File: config.mk
export PLATFORM = sky130hd
export DESIGN_NAME = apb_master_rw
export DESIGN_NICKNAME = d
export VERILOG_FILES = /design/src/rtl/apb_master_rw.sv
export SDC_FILE = /design/constraint.sdc
export NUM_CORES = 1
export LEC_CHECK = 0
export ABC_CLOCK_PERIOD_IN_PS = 3100
export BUFFER_PORTS_ARGS = -buffer_cell sky130_fd_sc_hd__buf_2
export CORE_MARGIN = 5
export CORE_UTILIZATION = 47
export CTS_CLUSTER_SIZE = 14
export DETAILED_ROUTE_END_ITERATION = 8
export PLACE_DENSITY = 0.81
export SYNTH_ARGS = -nofsm -noshare
export SYNTH_HDL_FRONTEND = slang
export SYNTH_SLANG_ARGS = --single-unit
File: constraint.sdc
create_clock -name pclk -period 3.1 [get_ports pclk]
set_clock_uncertainty 0.15 [all_clocks]
set_input_delay 0.155 -clock pclk [delete_from_list [all_inputs] [get_ports pclk]]
set_output_delay 0.155 -clock pclk [all_outputs]
set_load 0.01 [all_outputs]
File: src/rtl/apb_master_rw.sv
// APB master: valid/ready request in, APB read/write out; accept->SETUP->ACCESS, response registered one cycle after completion.
// req_ready high in IDLE and in the completing ACCESS cycle (back-to-back); responses have no backpressure.
module apb_master_rw #(
    parameter int ADDR_W  = 32,
    parameter int DATA_W  = 32,
    parameter int NUM_SLV = 4,
    parameter int SEL_W   = (NUM_SLV > 1) ? $clog2(NUM_SLV) : 1,
    parameter int TIMEOUT = 16
) (
    input  logic                  pclk,
    input  logic                  presetn,
    input  logic                  req_valid,
    output logic                  req_ready,
    input  logic [SEL_W-1:0]      req_sel,
    input  logic                  req_write,
    input  logic [ADDR_W-1:0]     req_addr,
    input  logic [DATA_W-1:0]     req_wdata,
    input  logic [DATA_W/8-1:0]   req_strb,
    output logic                  rsp_valid,
    output logic [DATA_W-1:0]     rsp_rdata,
    output logic                  rsp_err,
    output logic                  rsp_timeout,
    output logic [NUM_SLV-1:0]    psel,
    output logic                  penable,
    output logic                  pwrite,
    output logic [ADDR_W-1:0]     paddr,
    output logic [DATA_W-1:0]     pwdata,
    output logic [DATA_W/8-1:0]   pstrb,
    input  logic                  pready,
    input  logic                  pslverr,
    input  logic [DATA_W-1:0]     prdata
);

    localparam int STRB_W = DATA_W / 8;
    localparam int CNT_W  = (TIMEOUT > 0) ? $clog2(TIMEOUT + 1) : 1;

    localparam logic [1:0] S_IDLE   = 2'd0;
    localparam logic [1:0] S_SETUP  = 2'd1;
    localparam logic [1:0] S_ACCESS = 2'd2;

    logic [1:0]         r_state;
    logic               r_bad;
    logic [CNT_W-1:0]   r_cnt;
    logic [NUM_SLV-1:0] r_psel;
    logic               r_penable;
    logic               r_pwrite;
    logic [ADDR_W-1:0]  r_paddr;
    logic [DATA_W-1:0]  r_pwdata;
    logic [STRB_W-1:0]  r_pstrb;
    logic               r_rsp_vld;
    logic [DATA_W-1:0]  r_rsp_rdata;
    logic               r_rsp_err;
    logic               r_rsp_to;

    logic               w_access;
    logic               w_to;
    logic               w_done;
    logic               w_err;
    logic               w_accept;
    logic               w_bad_sel;
    logic [NUM_SLV-1:0] w_psel_dec;

    always_comb begin
        w_psel_dec = '0;
        for (int i = 0; i < NUM_SLV; i++) begin
            if (int'(req_sel) == i) w_psel_dec[i] = 1'b1;
        end
    end

    assign w_bad_sel = (int'(req_sel) >= NUM_SLV);
    assign w_access  = (r_state == S_ACCESS);
    // Abort in the TIMEOUT-th ACCESS cycle: r_cnt holds the low-pready cycles already seen.
    assign w_to      = (TIMEOUT > 0) && w_access && !r_bad && !pready &&
                       ((int'(r_cnt) + 1) >= TIMEOUT);
    assign w_done    = w_access && (r_bad || pready || w_to);
    assign w_err     = r_bad || w_to || pslverr;
    assign req_ready = (r_state == S_IDLE) || w_done;
    assign w_accept  = req_valid && req_ready;

    always_ff @(posedge pclk or negedge presetn) begin
        if (!presetn) begin
            r_state     <= S_IDLE;
            r_bad       <= 1'b0;
            r_cnt       <= '0;
            r_psel      <= '0;
            r_penable   <= 1'b0;
            r_pwrite    <= 1'b0;
            r_paddr     <= '0;
            r_pwdata    <= '0;
            r_pstrb     <= '0;
            r_rsp_vld   <= 1'b0;
            r_rsp_rdata <= '0;
            r_rsp_err   <= 1'b0;
            r_rsp_to    <= 1'b0;
        end else begin
            r_rsp_vld <= w_done;
            if (w_done) begin
                r_rsp_err   <= w_err;
                r_rsp_to    <= w_to;
                r_rsp_rdata <= (!r_pwrite && !w_err) ? prdata : '0;
            end

            if (w_accept) begin
                r_state   <= S_SETUP;
                r_bad     <= w_bad_sel;
                r_psel    <= w_psel_dec;
                r_penable <= 1'b0;
                r_pwrite  <= req_write;
                r_paddr   <= req_addr;
                r_pwdata  <= req_wdata;
                r_pstrb   <= req_write ? req_strb : '0;
            end else begin
                case (r_state)
                    S_SETUP: begin
                        r_state   <= S_ACCESS;
                        r_penable <= 1'b1;
                        r_cnt     <= '0;
                    end
                    S_ACCESS: begin
                        if (w_done) begin
                            r_state   <= S_IDLE;
                            r_psel    <= '0;
                            r_penable <= 1'b0;
                        end else if (!pready && (int'(r_cnt) < TIMEOUT)) begin
                            r_cnt <= r_cnt + CNT_W'(1);
                        end
                    end
                    default: r_state <= S_IDLE;
                endcase
            end
        end
    end

    assign psel        = r_psel;
    assign penable     = r_penable;
    assign pwrite      = r_pwrite;
    assign paddr       = r_paddr;
    assign pwdata      = r_pwdata;
    assign pstrb       = r_pstrb;
    assign rsp_valid   = r_rsp_vld;
    assign rsp_rdata   = r_rsp_rdata;
    assign rsp_err     = r_rsp_err;
    assign rsp_timeout = r_rsp_to;

endmodule

==> metrics.txt <==
# TYPE chip_impl_metric gauge
chip_impl_metric{name="cts.reportedPaths.clkPinSlew",unit="ns"} 0.05
chip_impl_metric{name="io_buffers",unit=""} 217
chip_impl_info{name="dominantRegCellSynth",value="sky130_fd_sc_hd__dfrtp_1"} 1
chip_impl_metric{name="drcViolationCount",unit=""} 0
chip_impl_metric{name="ctsHtreeMaxLevel",unit=""} 4
chip_impl_info{name="startpoint",value="r_cnt[0]$_DFFE_PN0P_"} 1
chip_impl_metric{name="final_min_period_over_clock_period",unit=""} 0.952
chip_impl_metric{name="groute.usage.overall",unit=""} 0.271
chip_impl_info{name="final_cell_mix",value="sky130_fd_sc_hd__buf_2, sky130_fd_sc_hd__dfrtp_1, sky130_fd_sc_hd__dlygate4sd3_1"} 1
chip_impl_metric{name="critical_path_required",unit="ns"} 3.35
chip_impl_metric{name="summed_instance_area_of_the_synthesized_netlist",unit="mm^2"} 0.00468
chip_impl_metric{name="wire_per_inst",unit="um"} 20.0
chip_impl_metric{name="number_of_antenna_violations_at_the_first_check_in_global_routing",unit=""} 0
chip_impl_info{name="crit-reg2reg-launch",value="r_cnt[0]$_DFFE_PN0P_"} 1
chip_impl_metric{name="flow.area_growth_from_synthesis",unit="%"} 62.8
chip_impl_metric{name="synth_sequential_area_ratio",unit=""} 0.620
chip_impl_metric{name="critical_path_arrival",unit="ns"} 3.20
chip_impl_metric{name="globalplace.congestion",unit=""} 0.843
chip_impl_metric{name="synth_edf_count",unit=""} 0
chip_impl_info{name="synth_top_cells_by_area",value="sky130_fd_sc_hd__dfrtp_1, sky130_fd_sc_hd__mux2_4, sky130_fd_sc_hd__mux2_2"} 1
chip_impl_metric{name="clock_sinks",unit=""} 116
chip_impl_metric{name="via_count",unit=""} 4046
chip_impl_info{name="hold_path_class",value="input port to asynchronous set/reset pin"} 1
chip_impl_metric{name="drt_wl_total",unit="um"} 15800
chip_impl_metric{name="hold_violations",unit=""} 0
chip_impl_metric{name="dr.pass1.iters",unit=""} 4
chip_impl_info{name="path_class",value="register to register"} 1
chip_impl_info{name="worstSetupStartpointType",value="register"} 1
chip_impl_metric{name="cts_inserted_buffers",unit=""} 17
chip_impl_metric{name="share_of_synthesized_registers_carrying_an_async_set_or_reset",unit=""} 1.00
chip_impl_metric{name="max-clock-path-buffers",unit=""} 2
chip_impl_metric{name="io-pin-count",unit=""} 218
chip_impl_metric{name="final_core_utilization",unit=""} 0.784
chip_impl_metric{name="cap_viol_max_count",unit=""} 0
chip_impl_metric{name="post_synth_inst_count",unit=""} 300
chip_impl_metric{name="total_die_area",unit="mm^2"} 0.0121
chip_impl_metric{name="setup_viol",unit=""} 0
chip_impl_metric{name="achievable-frequency",unit="MHz"} 339
chip_impl_info{name="cts_tree",value="yes"} 1
chip_impl_metric{name="count_of_non_filler_cells_in_the_finished_layout",unit=""} 788
chip_impl_metric{name="syn_avg_cell_area",unit="um^2"} 15.6
chip_impl_metric{name="rr_worst_depth",unit=""} 9
chip_impl_metric{name="ys_ff_latch",unit=""} 116
chip_impl_metric{name="total_power",unit="mW"} 7.55
chip_impl_info{name="endpoint_kind",value="register"} 1
chip_impl_metric{name="drt-initial-drc-count",unit=""} 226
chip_impl_metric{name="first_global_vias",unit=""} 4451
chip_impl_info{name="cts_root_buf",value="sky130_fd_sc_hd__clkbuf_8"} 1
chip_impl_metric{name="grt_pass1_wl",unit="um"} 24000
chip_impl_metric{name="total_leakage_power",unit="nW"} 3.88
chip_impl_metric{name="antenna_left",unit=""} 0
chip_impl_metric{name="initial_utilization",unit=""} 0.481
chip_impl_metric{name="via_per_inst",unit=""} 5.13
chip_impl_info{name="grt_setup_unrepaired",value="false"} 1
chip_impl_info{name="synth_largest_area_cell",value="sky130_fd_sc_hd__dfrtp_1"} 1
chip_impl_metric{name="clock_latency",unit="ns"} 0.52
chip_impl_metric{name="fin_worst_hold_slack",unit="ns"} 0.119
chip_impl_metric{name="antenna-diode-count",unit=""} 0
chip_impl_metric{name="max_slew.worst_pin.slew",unit="ns"} 0.756
chip_impl_metric{name="post_route_cells_drive_above_1_share",unit=""} 0.501
chip_impl_metric{name="fill_cells",unit=""} 553
chip_impl_metric{name="fp-row-count",unit=""} 36
chip_impl_metric{name="core_region_area",unit="mm^2"} 0.00973
chip_impl_metric{name="mappedNetlistNets",unit=""} 413
chip_impl_metric{name="maxSlewHeadroom",unit=""} 0.496
chip_impl_metric{name="path_max_fanout",unit=""} 13
chip_impl_metric{name="slew_violations",unit=""} 0
chip_impl_metric{name="number_of_cells_in_the_design_after_placement",unit=""} 642
chip_impl_metric{name="synth_top_area_share",unit=""} 0.620
chip_impl_metric{name="synth_warnings",unit=""} 0
chip_impl_info{name="mostFrequentLayoutCell",value="sky130_fd_sc_hd__buf_2"} 1
chip_impl_metric{name="grt_max_degree",unit=""} 61
chip_impl_metric{name="final.min_clock_period",unit="ns"} 2.95
chip_impl_metric{name="tns",unit="ns"} 0
chip_impl_info{name="run_status",value="completed"} 1
chip_impl_metric{name="powerDensity",unit="mW/mm^2"} 990
chip_impl_metric{name="ir_worst_vdd",unit="uV"} 647
chip_impl_metric{name="die_x",unit="um"} 110
chip_impl_metric{name="finish.net_count",unit=""} 757
chip_impl_metric{name="floorplan.die.height",unit="um"} 110
chip_impl_metric{name="dp_hpwl",unit="um"} 8640
chip_impl_metric{name="yosys.cell_types.count",unit=""} 40
chip_impl_metric{name="gr-total-overflow",unit=""} 0
-- registers in the layout, summed over array words and instances, names as in the netlist --
signal / cells
rsp_rdata: 32
rsp_valid: 1
r_state: 2
paddr: 32
r_cnt: 5
pwdata: 32
pstrb: 4
penable: 1
rsp_err: 1
rsp_timeout: 1
pwrite: 1
psel: 4
-- per-layer routing --
metal	wire, um	GRT usage
met5	0	0
met3	1400	0.102
met1	5850	0.295
met4	557	0.124
met2	7970	0.468
-- cell type report --
cell class	instances	area, um^2	area share
clock buffers	27	532	0.0698
clock inverters	3	40.0	0.00525
inverters	12	47.5	0.00624
multi-input cells	156	1610	0.211
flip-flops and latches	116	2900	0.381
well taps	133	166	0.0218
repair buffers	341	2330	0.305
-- path summary, 6_finish.rpt --
| kind | to | slack [ns] |
|---|---|---|
| max | psel[3]$_DFFE_PN0P_ | 0.15 |
| max in group asynchronous | rsp_rdata[19]$_DFFE_PN0P_ | 1.91 |
| min | paddr[2]$_DFFE_PN0P_ | 0.12 |
| min in group pclk | rsp_rdata[11]$_DFFE_PN0P_ | 0.24 |
| max reg2reg | psel[3]$_DFFE_PN0P_ | 0.15 |
| min reg2reg | pwdata[20]$_DFFE_PN0P_ | 0.35 |
-- stage by stage --
| step | setup WS (ns) | cell area, um^2 |
|---|---|---|
| global route | 0.0160 | 7620 |
| global placement | 0.472 | 5900 |
| CTS | 0.0585 | 7600 |
| detailed placement | 0.405 | 5900 |
| finish | 0.150 | 7620 |
| floorplan | 0.658 | 4680 |
-- logic make-up (layout without fill, tap and decap cells) --
family | after synthesis | count (layout) | share of synthesized area
muxes | 70 | 70 | 0.199
AOI/OAI and AO/OA | 58 | 58 | 0.104
and+or+nand+nor | 23 | 23 | 0.0262
DFF | 116 | 116 | 0.620
adders and majority gates | 5 | 5 | 0.0134
buffers and inverters | 28 | 383 | 0.0371
-- Yosys cell counts (2+ instances only) --
cell	count
sky130_fd_sc_hd__a21oi_1	2
sky130_fd_sc_hd__a22o_1	32
sky130_fd_sc_hd__a32o_1	4
sky130_fd_sc_hd__buf_2	2
sky130_fd_sc_hd__buf_6	2
sky130_fd_sc_hd__buf_8	4
sky130_fd_sc_hd__clkbuf_1	7
sky130_fd_sc_hd__dfrtp_1	116
sky130_fd_sc_hd__ha_1	5
sky130_fd_sc_hd__inv_1	11
sky130_fd_sc_hd__mux2_2	26
sky130_fd_sc_hd__mux2_4	40
sky130_fd_sc_hd__mux2i_1	4
sky130_fd_sc_hd__nand2_1	11
sky130_fd_sc_hd__nand3_1	2
sky130_fd_sc_hd__nand4b_1	2
sky130_fd_sc_hd__nor2_1	2
sky130_fd_sc_hd__o21ai_0	6
-- repair_timing --
item,4_1_cts,5_1_grt
endpoints found under the setup margin,0,2
hold endpoints to repair,168,0
buffers inserted,0,3
resized for setup,0,0
hold buffers,113,0
-- power breakdown --
group          switching [mW]  total, mW  internal (mW)
Combinational            1.39       2.96           1.57
Clock                   0.640       1.86           1.22
Sequential              0.479       2.72           2.24
-- worst max-delay path, cell delays in order (launching register included) --
cell	delay, ns
sky130_fd_sc_hd__dfrtp_1	0.41
sky130_fd_sc_hd__ha_1	0.27
sky130_fd_sc_hd__a311oi_1	0.29
sky130_fd_sc_hd__a31o_4	0.18
sky130_fd_sc_hd__or2_1	0.17
sky130_fd_sc_hd__inv_4	0.07
sky130_fd_sc_hd__o21a_4	0.22
sky130_fd_sc_hd__buf_4	0.21
sky130_fd_sc_hd__a32o_1	0.28
sky130_fd_sc_hd__dlygate4sd3_1	0.57
No activity file was read; power rests on OpenSTA's default activity.
